### config.mk
export PLATFORM = sky130hd
export DESIGN_NAME = sprite_line_fetcher
export DESIGN_NICKNAME = d
export VERILOG_FILES = /design/src/rtl/sprite_line_fetcher_pkg.sv /design/src/rtl/sprite_slice_unpack.sv /design/src/rtl/sprite_line_fetcher.sv
export SDC_FILE = /design/constraint.sdc
export NUM_CORES = 1
export LEC_CHECK = 0
export CORE_MARGIN = 10
export CORE_UTILIZATION = 45
export DETAILED_ROUTE_END_ITERATION = 10
export DONT_BUFFER_PORTS = 1
export GPL_ROUTABILITY_DRIVEN = 0
export PLACE_DENSITY = 0.57
export SETUP_SLACK_MARGIN = 0.1
export SLEW_MARGIN = 20
export SYNTH_ARGS = -nofsm -noshare
export SYNTH_HDL_FRONTEND = slang
export SYNTH_SLANG_ARGS = --single-unit
### constraint.sdc
create_clock -name clk_draw -period 11.3 [get_ports clk_draw]
set_clock_uncertainty 0.15 [all_clocks]
set_input_delay 1.13 -clock clk_draw [delete_from_list [all_inputs] [get_ports clk_draw]]
set_output_delay 1.13 -clock clk_draw [all_outputs]
set_load 0.01 [all_outputs]
### src/rtl/sprite_line_fetcher_pkg.sv
// Shared types for the sprite line fetcher: active-list entry layout, FSM states and
// line-buffer slice format.
package sprite_line_fetcher_pkg;

  localparam int unsigned ACT_VRAM_AW   = 18;
  localparam int unsigned ACT_LB_AW     = 12;
  localparam int unsigned TILE_CNT_W    = 6;
  localparam int unsigned TILE_PX       = 8;
  localparam int unsigned TILE_SCREEN_W = 16;

  typedef struct packed {
    logic                    x_flip;
    logic [TILE_CNT_W-1:0]   tile_count;
    logic [ACT_VRAM_AW-1:0]  tilemap_addr;
  } active_tilemap_addr_t;

  typedef struct packed {
    logic [ACT_LB_AW-1:0]    lb_addr;
    logic [ACT_VRAM_AW-1:0]  tile_bitmap_addr;
  } active_bitmap_addr_t;

  typedef enum logic [2:0] {
    StIdle, StAddr, StLatch, StTmap, StBmp, StWrite, StDrain
  } fetch_state_t;

  typedef struct packed {
    logic [3:0]                palette;
    logic [TILE_PX-1:0][3:0]   color;
  } lb_slice_t;

endpackage

### src/rtl/sprite_slice_unpack.sv
// Combinational unpack of one 4bpp bitmap row into 8 palette/color pixels plus a
// transparency mask (color 0 is transparent).
module sprite_slice_unpack
  import sprite_line_fetcher_pkg::*;
(
  input  logic [31:0] row,
  input  logic [3:0]  palette,
  input  logic        x_flip,
  output logic [63:0] lb_data,
  output logic [7:0]  lb_mask
);

  lb_slice_t slice;

  always_comb begin
    slice   = '0;
    lb_data = '0;
    lb_mask = '0;
    slice.palette = palette;
    for (int p = 0; p < TILE_PX; p++) begin
      slice.color[p] = x_flip ? row[4*(TILE_PX-1-p) +: 4] : row[4*p +: 4];
    end
    for (int p = 0; p < TILE_PX; p++) begin
      lb_data[8*p +: 8] = {slice.palette, slice.color[p]};
      lb_mask[p]        = |slice.color[p];
    end
  end

endmodule

### src/rtl/sprite_line_fetcher.sv
// Walks the per-line active-sprite list, fetches tilemap entries and bitmap rows from VRAM
// and writes 8-pixel slices into the line buffer. Optional stats: SPRITE_FETCH_STATS_EN.
module sprite_line_fetcher
  import sprite_line_fetcher_pkg::*;
#(
  parameter int unsigned VRAM_AW  = ACT_VRAM_AW,
  parameter int unsigned LB_AW    = ACT_LB_AW,
  parameter int unsigned LB_WIDTH = 1280
) (
  input  logic                 clk_draw,
  input  logic                 rst_draw,
  input  logic                 line,
  output logic [8:0]           sprite_index,
  input  logic                 act_valid,
  input  active_tilemap_addr_t act_tilemap,
  input  active_bitmap_addr_t  act_bitmap,
  output logic                 vram_req,
  output logic [VRAM_AW-1:0]   vram_addr,
  input  logic                 vram_ack,
  input  logic [31:0]          vram_rdata,
  output logic                 lb_we,
  output logic [LB_AW-1:0]     lb_x,
  output logic [63:0]          lb_data,
  output logic [7:0]           lb_mask,
  output logic                 busy
`ifdef SPRITE_FETCH_STATS_EN
  ,
  output logic [8:0]           stat_sprites,
  output logic                 stat_overrun
`endif
);

  fetch_state_t         state_q, state_d;
  logic [8:0]           sprite_index_q, sprite_index_d;
  active_tilemap_addr_t tm_q, tm_d;
  active_bitmap_addr_t  bm_q, bm_d;
  logic [TILE_CNT_W-1:0] i_q, i_d;
  logic [TILE_CNT_W:0]   ntiles_q, ntiles_d;
  logic [8:0]           tile_index_q, tile_index_d;
  logic [3:0]           palette_q, palette_d;
  logic [31:0]          row_q, row_d;
  logic                 req_q, req_d;
  logic [VRAM_AW-1:0]   addr_q, addr_d;
  logic                 restart_q, restart_d;

  logic [TILE_CNT_W-1:0] tile_sel;
  logic [VRAM_AW-1:0]    tmap_addr, bmp_addr;
  logic [TILE_CNT_W:0]   i_next;
  logic                  lb_x_ok;

  assign tile_sel  = tm_q.x_flip ? tm_q.tile_count - i_q : i_q;
  assign tmap_addr = VRAM_AW'(tm_q.tilemap_addr) + VRAM_AW'(tile_sel);
  assign bmp_addr  = VRAM_AW'(bm_q.tile_bitmap_addr) + VRAM_AW'(tile_index_q);
  assign i_next    = (TILE_CNT_W+1)'(i_q) + (TILE_CNT_W+1)'(1);
  assign lb_x      = LB_AW'(bm_q.lb_addr) + LB_AW'(i_q * TILE_SCREEN_W);
  assign lb_x_ok   = 32'(lb_x) < LB_WIDTH;

  assign sprite_index = sprite_index_q;
  assign vram_req     = req_q;
  assign vram_addr    = addr_q;
  assign busy         = (state_q != StIdle);

  sprite_slice_unpack u_unpack (
    .row     (row_q),
    .palette (palette_q),
    .x_flip  (tm_q.x_flip),
    .lb_data (lb_data),
    .lb_mask (lb_mask)
  );

  always_comb begin
    state_d        = state_q;
    sprite_index_d = sprite_index_q;
    tm_d           = tm_q;
    bm_d           = bm_q;
    i_d            = i_q;
    ntiles_d       = ntiles_q;
    tile_index_d   = tile_index_q;
    palette_d      = palette_q;
    row_d          = row_q;
    req_d          = req_q;
    addr_d         = addr_q;
    restart_d      = restart_q;
    lb_we          = 1'b0;
    if (line && state_q != StDrain) begin
      // An ack landing with the line pulse completes the read, so no drain is needed.
      if (req_q && !vram_ack) begin
        state_d   = StDrain;
        restart_d = 1'b1;
      end else begin
        req_d          = 1'b0;
        sprite_index_d = '0;
        state_d        = StAddr;
      end
    end else begin
      case (state_q)
        StIdle: ;
        StAddr: state_d = StLatch;
        StLatch: begin
          if (!act_valid) begin
            state_d = StIdle;
          end else begin
            tm_d     = act_tilemap;
            bm_d     = act_bitmap;
            i_d      = '0;
            ntiles_d = (TILE_CNT_W+1)'(act_tilemap.tile_count) + (TILE_CNT_W+1)'(1);
            state_d  = StTmap;
          end
        end
        StTmap: begin
          if (!req_q) begin
            req_d  = 1'b1;
            addr_d = tmap_addr;
          end else if (vram_ack) begin
            req_d        = 1'b0;
            tile_index_d = vram_rdata[8:0];
            palette_d    = vram_rdata[15:12];
            state_d      = StBmp;
          end
        end
        StBmp: begin
          if (!req_q) begin
            req_d  = 1'b1;
            addr_d = bmp_addr;
          end else if (vram_ack) begin
            req_d   = 1'b0;
            row_d   = vram_rdata;
            state_d = StWrite;
          end
        end
        StWrite: begin
          lb_we = lb_x_ok;
          i_d   = i_next[TILE_CNT_W-1:0];
          if (i_next == ntiles_q) begin
            if (sprite_index_q == 9'd511) begin
              state_d = StIdle;
            end else begin
              sprite_index_d = sprite_index_q + 9'd1;
              state_d        = StAddr;
            end
          end else begin
            state_d = StTmap;
          end
        end
        StDrain: begin
          if (line) restart_d = 1'b1;
          if (req_q && vram_ack) begin
            req_d     = 1'b0;
            restart_d = 1'b0;
            if (restart_q || line) begin
              sprite_index_d = '0;
              state_d        = StAddr;
            end else begin
              state_d = StIdle;
            end
          end
        end
        default: state_d = StIdle;
      endcase
    end
  end

  always_ff @(posedge clk_draw or posedge rst_draw) begin
    if (rst_draw) begin
      state_q        <= StIdle;
      sprite_index_q <= '0;
      tm_q           <= '0;
      bm_q           <= '0;
      i_q            <= '0;
      ntiles_q       <= '0;
      tile_index_q   <= '0;
      palette_q      <= '0;
      row_q          <= '0;
      req_q          <= 1'b0;
      addr_q         <= '0;
      restart_q      <= 1'b0;
    end else begin
      state_q        <= state_d;
      sprite_index_q <= sprite_index_d;
      tm_q           <= tm_d;
      bm_q           <= bm_d;
      i_q            <= i_d;
      ntiles_q       <= ntiles_d;
      tile_index_q   <= tile_index_d;
      palette_q      <= palette_d;
      row_q          <= row_d;
      req_q          <= req_d;
      addr_q         <= addr_d;
      restart_q      <= restart_d;
    end
  end

`ifdef SPRITE_FETCH_STATS_EN
  logic       sprite_done;
  logic [8:0] done_cnt_q;
  logic [8:0] stat_sprites_q;
  logic       stat_overrun_q;

  assign sprite_done  = (state_q == StWrite) && !line && (i_next == ntiles_q);
  assign stat_sprites = stat_sprites_q;
  assign stat_overrun = stat_overrun_q;

  always_ff @(posedge clk_draw or posedge rst_draw) begin
    if (rst_draw) begin
      done_cnt_q     <= '0;
      stat_sprites_q <= '0;
      stat_overrun_q <= 1'b0;
    end else if (line) begin
      stat_sprites_q <= done_cnt_q;
      stat_overrun_q <= (state_q != StIdle);
      done_cnt_q     <= '0;
    end else if (sprite_done) begin
      done_cnt_q <= done_cnt_q + 9'd1;
    end
  end
`endif

endmodule

Word level (Yosys, flattened, before mapping). Index checks and enable logic that the tools add are counted.

Flip-flop bits (word level): 145. Bits of input ports: 92. Logic and storage cells: 124.

Add/subtract/negate cells: 7. $lt $le $gt $ge: 1. Equal/unequal tests: 23. Multiplexer cells: 46. Bitwise operators: 1. Reductions and logical operators: 31.

Operator list (count): 9-bit 2-to-1 mux (6); 18-bit 2-to-1 mux (2); 18-bit one-hot mux with 2 select lines (1); 4-bit 2-to-1 mux (8); 4-bit OR reduction (8); 3-bit inequality test, second input constant (9); 3-bit 2-to-1 mux (8); 3-bit one-hot mux with 7 select lines (1); 18-bit by 6-bit adder with 18-bit output (1); 18-bit by 9-bit adder with 18-bit output (1); 9-bit one-hot mux with 2 select lines (1); 6-bit by 1-bit adder with 7-bit output, second input constant (2); 1-bit 2-to-1 mux (14); 12-bit by 10-bit adder with 12-bit output (1); 12-bit by 11-bit less-than comparator with 1-bit output, second input constant (1); 6-bit 2-to-1 mux (2); 6-bit one-hot mux with 2 select lines (1); 3-bit AND reduction (4); 4-bit AND reduction (3); 6-bit AND reduction (2); 3-bit nonzero test (4); 2-bit inequality test, second input constant (5); 9-bit by 1-bit adder with 9-bit output, second input constant (1); 3-bit equality test, second input constant (3); other kinds (15) (20).

Longest topological paths before layout. Gate-level depths: netlist of the first run.

Word-level depth: 5. Gate-level depth with buffers: 17. Gate-level depth less buffers: 17.

By module. A second synthesis of the first run with hierarchy kept.

Cell total of the unflattened synthesis: 795. Area, all modules: 8607.0 sq um.

By module, submodules not included: sprite_line_fetcher (instances 1, cells an instance 719, area an instance 7796.2 sq um, seq. area each 3628.5 sq um); sprite_slice_unpack (instances 1, cells an instance 76, area an instance 810.8 sq um, seq. area each 0.0 sq um).

Least setup slack after synthesis of the first run. OpenSTA, ideal clock, no wires.

Path type: input to output. From: input line. To: output lb_we. Arrival: 2.117 ns. Required time: 10.020 ns. Slack: 7.903 ns. Cell stages on the path: 5. Cells stage by stage: clkbuf_1 > and2b_2 > nand2_1 > clkbuf_1 > nor3_1.

Word-level cells in the longest chain between the ends: 2.

Ends and longest elaborated chain: start, declared (line sprite_line_fetcher.sv:12) `input logic line,`; 1-bit logical AND (line sprite_line_fetcher.sv:85) `if (line && state_q != StDrain) begin`; 1-bit 2-to-1 mux (line sprite_line_fetcher.sv:85); end, declared (line sprite_line_fetcher.sv:21) `output logic lb_we,`.

Every way passes these cells.

Worst setup path after layout of the first run.
From: register i_q[0]. To: output lb_we.

Word-level cells in the longest chain between the ends: 4.

Ends and longest elaborated chain: start, declared (line sprite_line_fetcher.sv:37) `logic [TILE_CNT_W-1:0] i_q, i_d;`; start signal, assigned (line sprite_line_fetcher.sv:182) `i_q <= i_d;`; 12-bit by 10-bit adder with 12-bit output (line sprite_line_fetcher.sv:55) `assign lb_x = LB_AW'(bm_q.lb_addr) + LB_AW'(i_q * TILE_SCREEN_W);`; net lb_x[10] (line sprite_line_fetcher.sv:22) `output logic [LB_AW-1:0] lb_x,`; 12-bit by 11-bit less-than comparator with 1-bit output (line sprite_line_fetcher.sv:56) `assign lb_x_ok = 32'(lb_x) < LB_WIDTH;`; 1-bit 2-to-1 mux (line sprite_line_fetcher.sv:96) `case (state_q)`; 1-bit 2-to-1 mux (line sprite_line_fetcher.sv:85).

The timed path passes the listed nets, and every way through them passes these cells.

==> results of run 1 <==
## final cells by class
type,instances,area (µm²)
Sequential cell,145,3630
Timing Repair Buffer,5,37.5
Fill cell,1716,9220
Multi-Input combinational cell,640,4140
Clock buffer,18,439
Clock inverter,14,133
Tap cell,229,287
Inverter,20,80.1
## worst max-delay path by stage
stage / from / end / slack, ns / cells past startpoint
after floorplan: rst_draw / bm_q[0] / 6.13 / 1
after global placement: i_q[0] / lb_we / 7.81 / 10
after detailed placement: i_q[0] / lb_we / 7.70 / 10
after CTS: i_q[0] / lb_we / 7.23 / 10
after global routing: i_q[0] / lb_we / 7.08 / 10
final: i_q[0] / lb_we / 7.28 / 10
## tightest hold or removal path: stages (launching register included)
cell and delay (ns):
dfrtp_1 0.35, nand2_1 0.05, nand2_1 0.05
## per-stage QoR
step           hold WS (ns)  instances  worst slack [ns]  instance area (µm²)
4_1_cts               0.344       1071              7.23                 8740
6_report              0.338       1071              7.28                 8750
3_5_place_dp          0.327       1039              7.70                 8170
3_3_place_gp          0.320       1039              7.81                 8170
2_1_floorplan         0.297        872              6.13                 8220
5_1_grt               0.369       1071              7.08                 8750
## cell families after synthesis
family / share of synthesized area
AO/OA/AOI/OAI: 0.105
XOR/XNOR: 0.0522
adder cells (fa/ha/maj): 0.0554
buffers and inverters: 0.0559
flip-flops: 0.442
multiplexers: 0.106
AND/OR/NAND/NOR: 0.184
## registers in the layout, summed over array words and instances, names as in the netlist
signal,flops
bm_q,30
i_q,6
ntiles_q,7
palette_q,4
restart_q,1
row_q,32
sprite_index,9
state_q,3
tile_index_q,9
tm_q,25
vram_addr,18
vram_req,1
## power by group through the flow
stage          registers (mW)  logic (mW)  clock network, mW
5_1_grt                  1.03        1.12              0.584
2_1_floorplan           0.881       0.940                  0
4_1_cts                 0.992        1.01              0.559
3_3_place_gp            0.989       0.974                  0
6_report                0.990       0.995              0.546
3_5_place_dp            0.997        1.01                  0
## cells in the final DEF (no fill, tap or decap), types with 3 or more instances in the layout
cell type	instances
nand4_1	5
inv_1	19
xnor2_1	26
inv_6	4
nand2b_1	8
dfrtp_1	145
nor3_1	10
clkbuf_16	17
mux2_2	77
a21o_1	12
o21ai_0	46
a211oi_1	3
ha_1	30
fa_1	4
o21a_1	5
buf_4	5
or3_1	3
and3_1	10
o31ai_1	6
o221ai_1	10
clkinvlp_4	5
or4_1	10
nand2_1	230
nor2_1	32
nor2b_1	5
nand3_1	20
a31oi_1	4
xor2_1	23
a21oi_1	27
## layer usage
layer | track usage | share of wire | wire length, µm
met5 | 0 | 0 | 0
met4 | 0.0445 | 0.012 | 251
met3 | 0.0711 | 0.082 | 1710
met2 | 0.284 | 0.51 | 10500
met1 | 0.202 | 0.40 | 8240
==> impl_metrics.csv, run 1 <==
group,metric,value,unit
floorplan,core-area,0.0180,mm²
route,wl_per_cell,19.3,µm
worst_setup_path,critPathLaunchType,"register",
synthesis,ys_seq_area_frac,0.442,
layout,layout.nets,955,
synthesis,ys_ff_latch,145,
worst_setup_path,worstRegToRegCells,14,
synthesis,synth_edf_count,0,
timing,period_share,0.356,
clock_network,cts_made_buffers,17,
synthesis,yosys.area.top_type_share,0.442,
global_routing,grt_use_total,0.172,
worst_setup_path,arrival,2.74,ns
pwr,leakage,4.14,nW
timing,period_minus_slack,4.02,ns
run_status,status,"finished, final reports clean",
route,drt_iter0_drc,356,
min_path,whs_path_depth,2,
timing,fmax,0.249,GHz
synthesis,ys_async_sr_fraction,1.00,
pwr,intPower,1.47,mW
clock_network,hold_buffers,0,
worst_setup_path,cp_slowest_cell,"dfrtp_1",
run,drv_cap,0,
global_routing,grt_pass1_vias,6138,
synthesis,synth_cell_type_count,54,
min_path,hold-path-endpoint,"bm_q[3]",
route,via_per_inst,5.51,
worst_setup_path,cp.required,10.02,ns
pwr,vdd_ir_drop_max,0.132,mV
route,vias,5906,
synthesis,ys.flop_type,"dfrtp_1",
synthesis,syn_area,0.00822,mm²
timing,slew_headroom,0.465,
worst_setup_path,crit_type,"register to output port",
synthesis,synth_common_cells,"nand2_1 (230), dfrtp_1 (145), mux2_2 (77)",
route,ant_nets,0,
floorplan,rows,49,
synthesis,synth_area_leaders,"dfrtp_1 (44%), mux2_2 (11%), nand2_1 (11%)",
layout,drive_gt1_frac,0.152,
worst_setup_path,crit_chain,"ha_1, inv_1, fa_1, nor2b_1, o21ai_0, nand2b_1, a31oi_1, xnor2_1, o21a_1, nor3_1",
worst_setup_path,slowest_delay,0.53,ns
synthesis,synthesis.nets,998,
timing,setup_viol,0,
pwr,finalPower,2.53,mW
pwr,swShare,0.417,
worst_setup_path,path_delay_family,"adder cells",
clock_network,clock_latency,0.42,ns
floorplan,fp.dieH,155,µm
worst_setup_path,worst-path-max-fanout,9,
floorplan,initial_core_util,0.457,
layout,area_delta_synth_final,6.49,%
clock_network,cts_tree,"done",
pwr,p_comb_frac,0.393,
synthesis,yosys_warnings,0,
placement,numPortBuffers,0,
synthesis,postSynthCellCount,872,
min_path,min_path_type,"register to register",
timing,rsz0062_at_grt,"false",
pwr,power_switching,1.06,mW
clock_network,cts_buffer_depth,2,
min_path,hp-start,"bm_q[3]",
clock_network,cts_resized,0,
pwr,power_density,289,mW/mm²
timing,worst_pin_slew,0.801,ns
global_routing,grt_pass1_wl,33.3,mm
worst_setup_path,regToRegStartpoint,"i_q[1]",
worst_setup_path,r2r_end,"vram_addr[10]",
timing,slew_violations,0,
clock_network,clkSinkCount,145,
pwr,seqPwrFrac,0.391,
global_routing,antenna_found_initial,0,
route,wirelength,20.7,mm
clock_network,root_buffer,"clkbuf_16",
pwr,pwr-share-clk,0.216,
timing,tns,0,ns
placement,hpwl,15.4,mm
global_routing,grt_overflow,0,
synthesis,syn-mean-instance-area,9.42,µm²
floorplan,die_area,0.0241,mm²
clock_network,clk_pin_slew,0.06,ns
worst_setup_path,end_kind,"output port",
synthesis,synth_top_area_cell,"dfrtp_1",
global_routing,grt_max_degree,87,
layout,n_antenna_cell,0,
floorplan,fp.dieW,155,µm
timing,finalHoldViolCount,0,
synthesis,synth.most_common_cell,"nand2_1",
worst_setup_path,rrSetupSlack,7.75,ns
clock_network,postCtsSetupBuffers,0,
route,drtPass1Iterations,6,
clock_network,htreeDepth,4,
route,route.detailed.drc,0,
worst_setup_path,crit_buf_inv,1,
layout,fin_util,0.487,
floorplan,num_io_pins,206,
No activity file was read; power rests on OpenSTA's default activity.
==> inputs of run 2 (changes only) <==
==> constraint.sdc (replaced) <==
create_clock -name clk_draw -period 4.02 [get_ports clk_draw]
set_clock_uncertainty 0.15 [all_clocks]
set_input_delay 0.402 -clock clk_draw [delete_from_list [all_inputs] [get_ports clk_draw]]
set_output_delay 0.402 -clock clk_draw [all_outputs]
set_load 0.01 [all_outputs]
==> run 2 against run 1 <==
- cell area grew 11%
- sequential power grew to 2.8 times the previous value
- register-to-register slack worse by 7.3 ns
- sequential cell count unchanged
- critical endpoint is now vram_addr[10]
- combinational power grew to 2.9 times the previous value
- highest routed layer unchanged
- clock-buffer cell count rose by 1
- final cell count is 8.8% higher
- clock power grew to 3.1 times the previous value
==> impl_metrics.csv, run 2 (synthesis results as in run 1) <==
group,metric,value,unit
run_status,status,"finished, final reports clean",
timing,tns,0,ns
pwr,power_switching,3.05,mW
floorplan,num_io_pins,206,
global_routing,grt_pass1_vias,6667,
route,via_per_inst,5.43,
pwr,power_density,759,mW/mm²
pwr,seqPwrFrac,0.380,
pwr,vdd_ir_drop_max,0.349,mV
clock_network,root_buffer,"clkbuf_16",
worst_setup_path,crit_chain,"inv_1, ha_1, a21o_1, a21o_1, a21o_1, o311a_1, xnor2_1, ha_1, o21a_1, o31a_1, nand4_1, xor2_1, a21oi_1, a22o_1",
worst_setup_path,worstRegToRegCells,14,
route,wirelength,21.9,mm
timing,finalHoldViolCount,0,
route,wl_per_cell,18.8,µm
worst_setup_path,crit_top_cell,"a21o_1",
worst_setup_path,cp.required,4.19,ns
route,drt_iter0_drc,440,
worst_setup_path,arrival,3.72,ns
clock_network,clkSinkCount,145,
timing,whs,0.0129,ns
pwr,swShare,0.413,
worst_setup_path,critPathLaunchType,"register",
worst_setup_path,path_delay_family,"compound AO/OA/AOI/OAI gates",
floorplan,initial_core_util,0.457,
layout,final-seq-area,0.00363,mm²
layout,largest_reg_flops,32,
layout,fillers,1578,
global_routing,grt_pass1_wl,36.0,mm
floorplan,fp.dieH,155,µm
layout,layout_commonest_cell,"nand2_1",
route,vias,6325,
layout,drive_gt1_frac,0.141,
route,drtPass1Iterations,5,
worst_setup_path,worst-path-max-fanout,6,
clock_network,clock_latency,0.43,ns
layout,regMostFlops,"row_q",
worst_setup_path,worstSetupPathDepth,14,
timing,slew_violations,0,
timing,period_share,0.885,
timing,fmax,0.281,GHz
clock_network,cts_tree,"done",
global_routing,antenna_found_initial,0,
timing,rsz0062_at_grt,"false",
worst_setup_path,cp_slowest_cell,"dfrtp_1",
placement,place_area,0.00821,mm²
floorplan,rows,49,
clock_network,clk_pin_slew,0.06,ns
pwr,pwr-share-clk,0.228,
floorplan,die_area,0.0241,mm²
layout,multi_input_area,0.00414,mm²
min_path,whs_path_depth,2,
floorplan,core-area,0.0180,mm²
route,route.detailed.drc,0,
floorplan,fp.dieW,155,µm
pwr,intPower,4.34,mW
worst_setup_path,end_kind,"register",
timing,period_minus_slack,3.56,ns
global_routing,grt_use_total,0.184,
worst_setup_path,crit_type,"register to register",
layout,layout.nets,1049,
clock_network,cts_buffer_depth,2,
pwr,leakage,4.56,nW
layout,n_antenna_cell,0,
clock_network,htreeDepth,4,
layout,final_cell_mix,"nand2_1 (230), dfrtp_1 (144), dlygate4sd3_1 (90)",
clock_network,postCtsSetupBuffers,0,
min_path,min_path_type,"input port to register",
worst_setup_path,crit_buf_inv,1,
placement,hpwl,15.8,mm
clock_network,cts_made_buffers,17,
route,ant_nets,0,
layout,stdcell_count,1165,
timing,worst_pin_slew,1.03,ns
pwr,finalPower,7.39,mW
run,drv_cap,0,
global_routing,grt_max_degree,64,
layout,top_regs,"row_q: 32 flops, bm_q: 30 flops, tm_q: 25 flops",
worst_setup_path,slowest_delay,0.44,ns
timing,slew_headroom,0.313,
global_routing,grt_overflow,0,
layout,area_delta_synth_final,18.5,%
placement,placed_cells,1043,
placement,numPortBuffers,0,
timing,setup_viol,0,
pwr,p_comb_frac,0.393,
layout,design_area,0.00974,mm²
[run 2: power groups by stage]
stage,registers [mW],clock network (mW),logic (mW)
finish,2.81,1.68,2.90
CTS,2.81,1.71,2.94
detailed placement,2.82,0,2.86
global placement,2.80,0,2.76
floorplan,2.48,0,2.64
global route,2.92,1.78,3.26
[run 2: final cells by class]
class | instances | area share
Clock buffer | 19 | 0.0455
Timing Repair Buffer | 99 | 0.101
Tap cell | 229 | 0.0294
Multi-Input combinational cell | 640 | 0.425
Inverter | 20 | 0.00810
Sequential cell | 145 | 0.373
Clock inverter | 13 | 0.0181
[run 2: metal layers]
metal,track usage,routed length [µm],up-vias,part of all wire
met3,0.0731,1750,27,0.080
met4,0.0477,317,0,0.014
li1,-,-,3054,-
met2,0.306,11000,161,0.50
met5,0,0,-,0
met1,0.216,8810,3083,0.40
[run 2: through the flow]
stage	utilization	setup slack, ns
2_1_floorplan	-	0.706
3_3_place_gp	0.457	0.540
3_5_place_dp	0.457	0.435
4_1_cts	0.542	0.429
5_1_grt	0.542	0.182
6_report	0.542	0.462
[run 2: worst register-to-register path, cell delays in order, from the launching register on]
cell and delay, ns:
dfrtp_1 0.44, inv_1 0.19, ha_1 0.26, a21o_1 0.17
a21o_1 0.19, a21o_1 0.19, o311a_1 0.34, xnor2_1 0.13
ha_1 0.34, o21a_1 0.15, o31a_1 0.28, nand4_1 0.15
xor2_1 0.15, a21oi_1 0.08, a22o_1 0.22
[run 2: final timing paths]
check | from | end | slack (ns)
max | i_q[1] | vram_addr[10] | 0.46
min | act_tilemap[20] | ntiles_q[2] | 0.01
max reg2reg | i_q[1] | vram_addr[10] | 0.46
min reg2reg | tm_q[0] | tm_q[0] | 0.34
max in group asynchronous | rst_draw | i_q[0] | 2.14
min in group asynchronous | rst_draw | ntiles_q[4] | 0.47
[run 2: what timing repair did]
| action | in CTS | in global routing |
|---|---|---|
| gates resized for setup | 0 | 1 |
| hold endpoints to repair | 141 | 0 |
| hold buffers | 90 | 0 |
| endpoints found under the setup margin | 0 | 1 |
